## config.mk

```make
export PLATFORM = sky130hd
export DESIGN_NAME = zhegalkin_pipe
export DESIGN_NICKNAME = d
export VERILOG_FILES = /design/src/rtl/zhegalkin_pkg.sv /design/src/rtl/zhegalkin_stage.sv /design/src/rtl/zhegalkin_pipe.sv
export SDC_FILE = /design/constraint.sdc
export NUM_CORES = 1
export LEC_CHECK = 0
export ABC_AREA = 1
export CAP_MARGIN = 40
export CORE_MARGIN = 5
export CORE_UTILIZATION = 50
export DETAILED_ROUTE_END_ITERATION = 12
export HOLD_SLACK_MARGIN = 0.12
export MAX_ROUTING_LAYER = met4
export PLACE_DENSITY = 0.77
export SLEW_MARGIN = 20
export SYNTH_ARGS = -nofsm -noshare
export SYNTH_HDL_FRONTEND = slang
export SYNTH_SLANG_ARGS = --single-unit
```

## constraint.sdc

```tcl
create_clock -name clk -period 2 [get_ports clk]
set_input_delay 0.2 -clock clk [delete_from_list [all_inputs] [get_ports clk]]
set_output_delay 0.2 -clock clk [all_outputs]
set_load 0.005 [all_outputs]
```

## src/rtl/zhegalkin_pkg.sv

```systemverilog
// Shared helpers for the Zhegalkin (ANF / Moebius over GF(2)) transform pipeline.
// Vectors are handled at the maximum supported width and narrowed by the users.
package zhegalkin_pkg;

    localparam int unsigned MaxN = 8;
    localparam int unsigned MaxW = 1 << MaxN;

    function automatic int unsigned tt_width(input int unsigned n);
        return 1 << n;
    endfunction

    function automatic int unsigned deg_width(input int unsigned n);
        return $clog2(n + 1);
    endfunction

    function automatic int unsigned popcount(input int unsigned index);
        int unsigned cnt;
        cnt = 0;
        for (int k = 0; k < 32; k++) begin
            cnt += (index >> k) & 32'd1;
        end
        return cnt;
    endfunction

    // One butterfly for variable s: mode 0 folds subsets downward, mode 1 folds supersets upward.
    function automatic logic [MaxW-1:0] butterfly(input logic [MaxW-1:0] w,
                                                  input int unsigned s,
                                                  input logic mode);
        logic [MaxW-1:0] r;
        int span;
        span = 1 << s;
        r = w;
        for (int i = 0; i < MaxW; i++) begin
            if (!mode && ((i >> s) & 1) == 1) begin
                r[i] = w[i] ^ w[i - span];
            end else if (mode && ((i >> s) & 1) == 0) begin
                r[i] = w[i] ^ w[i + span];
            end
        end
        return r;
    endfunction

endpackage

```

## src/rtl/zhegalkin_stage.sv

```systemverilog
// One registered butterfly stage of the Zhegalkin pipeline (variable S).
// Invalid slots load zeros so the pipeline output reads 0 whenever it is not valid.
module zhegalkin_stage
    import zhegalkin_pkg::*;
#(
    parameter int unsigned N = 4,
    parameter int unsigned S = 0,
    localparam int unsigned W = tt_width(N)
) (
    input  logic         clk,
    input  logic         reset,
    input  logic         advance,
    input  logic         in_valid,
    input  logic [W-1:0] in_data,
    input  logic         in_mode,
    output logic         out_valid,
    output logic [W-1:0] out_data,
    output logic         out_mode
);

    logic [MaxW-1:0] bf_full;

    assign bf_full = butterfly(MaxW'(in_data), S, in_mode);

    if (W < MaxW) begin : g_unused
        logic unused_bf;
        assign unused_bf = ^bf_full[MaxW-1:W];
    end

    always_ff @(posedge clk) begin
        if (reset) begin
            out_valid <= 1'b0;
            out_data  <= '0;
            out_mode  <= 1'b0;
        end else if (advance) begin
            out_valid <= in_valid;
            out_data  <= in_valid ? bf_full[W-1:0] : '0;
            out_mode  <= in_valid & in_mode;
        end
    end

endmodule

```

## src/rtl/zhegalkin_pipe.sv

```systemverilog
// Pipelined Zhegalkin transform: one butterfly stage per variable, global-stall
// valid/ready handshake, and a combinational algebraic-degree search on the result.
module zhegalkin_pipe
    import zhegalkin_pkg::*;
#(
    parameter int unsigned N = 4,
    localparam int unsigned W = tt_width(N),
    localparam int unsigned DW = deg_width(N)
) (
    input  logic          clk,
    input  logic          reset,
    input  logic          in_valid,
    output logic          in_ready,
    input  logic [W-1:0]  in_data,
    input  logic          in_mode,
    output logic          out_valid,
    input  logic          out_ready,
    output logic [W-1:0]  out_data,
    output logic          out_mode,
    output logic [DW-1:0] out_degree
);

    logic                  advance;
    logic [N:0]            stage_valid;
    logic [N:0]            stage_mode;
    logic [N:0][W-1:0]     stage_data;

    assign advance  = out_ready | ~out_valid;
    assign in_ready = advance;

    assign stage_valid[0] = in_valid & advance;
    assign stage_data[0]  = in_data;
    assign stage_mode[0]  = in_mode;

    for (genvar s = 0; s < N; s++) begin : g_stage
        zhegalkin_stage #(
            .N(N),
            .S(s)
        ) u_stage (
            .clk      (clk),
            .reset    (reset),
            .advance  (advance),
            .in_valid (stage_valid[s]),
            .in_data  (stage_data[s]),
            .in_mode  (stage_mode[s]),
            .out_valid(stage_valid[s+1]),
            .out_data (stage_data[s+1]),
            .out_mode (stage_mode[s+1])
        );
    end

    assign out_valid = stage_valid[N];
    assign out_data  = stage_data[N];
    assign out_mode  = stage_mode[N];

    always_comb begin
        logic [DW-1:0] deg;
        deg = '0;
        for (int u = 0; u < W; u++) begin
            if (out_data[u] && popcount(u) > 32'(deg)) begin
                deg = DW'(popcount(u));
            end
        end
        out_degree = deg;
    end

endmodule

```

==> run metrics <==
r2r setup slk=0.58 ns; DR pass1 iterations=4; Post-Place Worst Slack=0.253 ns; via count of the first global-routing pass=3710; Slew Limit Fails=0; Compound-Gate Fraction of Synth Area=9.17%; worst hold stages=2; Routed WL=8.81 mm; cts bufs inserted=9; Max-Cap Viols=0; Post-Syn Instances=664; total track usage=19.0%; Avg Cell Area, Syn=5.92 µm²; largest net degree at the start of global routing=57; H-tree depth=3; ant diodes=0; core area=0.00769 mm²; Final TNS setup=0 ns; initial antenna violation count=0; Synth cell types=13; later-pin clock latency in the skew report=0.34 ns; port bufs=42; # DRC=0; Crit. End Element=output port; # Post-CTS Setup Buffers=0; Site Rows=32; worst setup path start=g_stage[3].u_stage.out_data[6]$_SDFFE_PP0N_; number of synthesized register bits=72; hold path start=reset; reg-to-reg startpoint=g_stage[3].u_stage.out_valid$_SDFFE_PP0N_; post-synthesis cell area=0.00393 mm²; Clock Skew=0.0108 ns; hpwl dp=6.21 mm; Area Growth Syn to Fin=17.4%; Final nets=715; CTS root buf=clkbuf_8; total grt overflow=0; GPL Wtd Cong=0.809; crit start category=flop; Synthesis Warnings=0; worst hold-check path type=input port to flop; sequential area share after synthesis=36.7%; Max Freq=0.551 GHz; Hold Crit Endpoint=g_stage[3].u_stage.out_data[2]$_SDFFE_PP0N_; first-pass GRT wire length=15.3 mm; Worst EP required=1.80 ns; post-layout worst setup margin=0.184 ns; relative slew slack=61.6%; RSZ-0062 raised after global routing=false; Post-Synth Simple-Gate Area=42.4%; Clk pin slew, worst setup/hold paths=0.08 ns; CTS max path bufs=2; Avg Vias per Cell=4.94; FF-to-FF path depth=5; Initial Utilization=51.1%; CTS tree=yes; Critical Path AT=1.62 ns; Die X-Extent=98.7 µm; status=finished, final reports clean; xor/xnor share of the synthesized area=0%; PD cells=680 mW/mm²; maximum vdd drop=0.333 mV; largest family of logic cells by synthesized area=simple AND/OR/NAND/NOR gates; fraction of layout cells with a size suffix above 1=5.29%; pin slew with the least headroom to its limit=0.575 ns; r2r endpoint=g_stage[3].u_stage.out_data[10]$_SDFFE_PP0N_; Final min period=1.82 ns; Routed Antenna Nets=0; critical path class=flop to output port; Finished Core Util=60.0%; Vias=3957; clk sinks=72; syn_nets=685; Crit Path Max Fanout=3; die area=0.00973 mm²; DR WL/cell=11.0 µm; period utilization=90.8%; chip height=98.7 µm; Starting DRT DRC Count=157; share of synthesized area spent on multiplexers=0%; final count of hold timing violations=0; Adder-Cell Fraction of Synth Area=0%; IO Pins=43; leakage=1.83 nW; Finish-stage setup viols=0
-- worst max-delay path by stage --
stage / endpoint / slack [ns] / depth (start not counted)
floorplan: g_stage[0].u_stage.out_data[0]$_SDFFE_PP0N_ / 0.95 / 6
global placement: g_stage[3].u_stage.out_data[13]$_SDFFE_PP0N_ / 0.33 / 7
detailed placement: g_stage[3].u_stage.out_data[15]$_SDFFE_PP0N_ / 0.25 / 7
CTS: out_degree[0] / 0.14 / 6
global route: out_degree[0] / 0.03 / 7
finish: out_degree[0] / 0.18 / 6
-- through the flow --
stage	instances	power, W	hold slack (ns)	cell area (µm²)
after floorplan	664	0.00172	0.360	3930
after detailed placement	785	0.00181	0.459	4370
final	801	0.00314	0.252	4620
after global placement	785	0.00179	0.456	4370
after global routing	801	0.00327	0.255	4620
after CTS	801	0.00316	0.237	4610
-- state kept, by name, summed over array words and instances, names as in the netlist --
signal	flops
g_stage.u_stage.out_data	64
g_stage.u_stage.out_valid	4
g_stage.u_stage.out_mode	4
-- synthesized netlist by cell type --
master	count	area share, %
buf_6	4	1.1
inv_1	67	6.4
nand3_1	69	8.8
clkbuf_1	8	0.76
nor3_1	1	0.13
inv_2	5	0.48
a21oi_1	72	9.2
buf_2	17	2.2
buf_4	4	0.76
dfxtp_1	72	37
nor2_1	138	13
nand2_4	3	0.86
nand2_1	204	19
-- worst max-delay path, cell delays in order (launching register included) --
cell,delay [ns]
dfxtp_1,0.34
nor2_2,0.12
nand3_2,0.09
nor2_1,0.09
nor2_1,0.05
nor2_1,0.08
clkdlybuf4s50_1,0.51
-- power by group --
| part | internal, W | switching (W) | leakage, nW |
|---|---|---|---|
| Combinational | 0.000115 | 0.000166 | 1.13 |
| Sequential | 0.00146 | 0.0000312 | 0.584 |
| Clock | 0.000825 | 0.000536 | 0.116 |
| Total | 0.00240 | 0.000733 | 1.83 |
-- what timing repair did --
item                                    in CTS  in global routing
resized for setup                            0                  3
hold buffers                                 0                  0
endpoints found under the setup margin       0                  1
-- routing by layer --
layer | vias to the layer above | routed length [µm] | GRT usage [%]
li1 | 2120 | - | -
met1 | 1741 | 3860 | 21.2
met2 | 83 | 4400 | 34.0
met3 | 13 | 399 | 3.40
met4 | 0 | 154 | 6.72
met5 | - | 0 | -
-- cells by family after synthesis --
group                  count (synthesis)
AO/OA/AOI/OAI                         72
buffers and inverters                105
flip-flops                            72
AND/OR/NAND/NOR                      415
-- cell usage in the layout, fill, tap and decap left out --
master	synthesis	routed
a21oi_1	72	72
buf_12	0	1
buf_2	17	1
buf_4	4	9
bufinv_16	0	3
clkbuf_1	8	1
clkbuf_8	0	9
clkdlybuf4s50_1	0	41
clkinv_2	0	2
clkinvlp_4	0	1
dfxtp_1	72	72
inv_1	67	67
inv_2	5	5
nand2_1	204	204
nand2_4	3	3
nand3_1	69	68
nand3_2	0	1
nor2_1	138	136
nor2_2	0	2
nor3_1	1	1
-- cell type report --
class                      instances  area, µm²
clock buffer                      10        128
clock inverter                     6        108
fill                             741       3070
inverter                          72        270
multi-input combinational        487       2040
sequential                        72       1440
tap                              102        128
timing repair buffer              52        503
(Power assumes the default switching activity.)
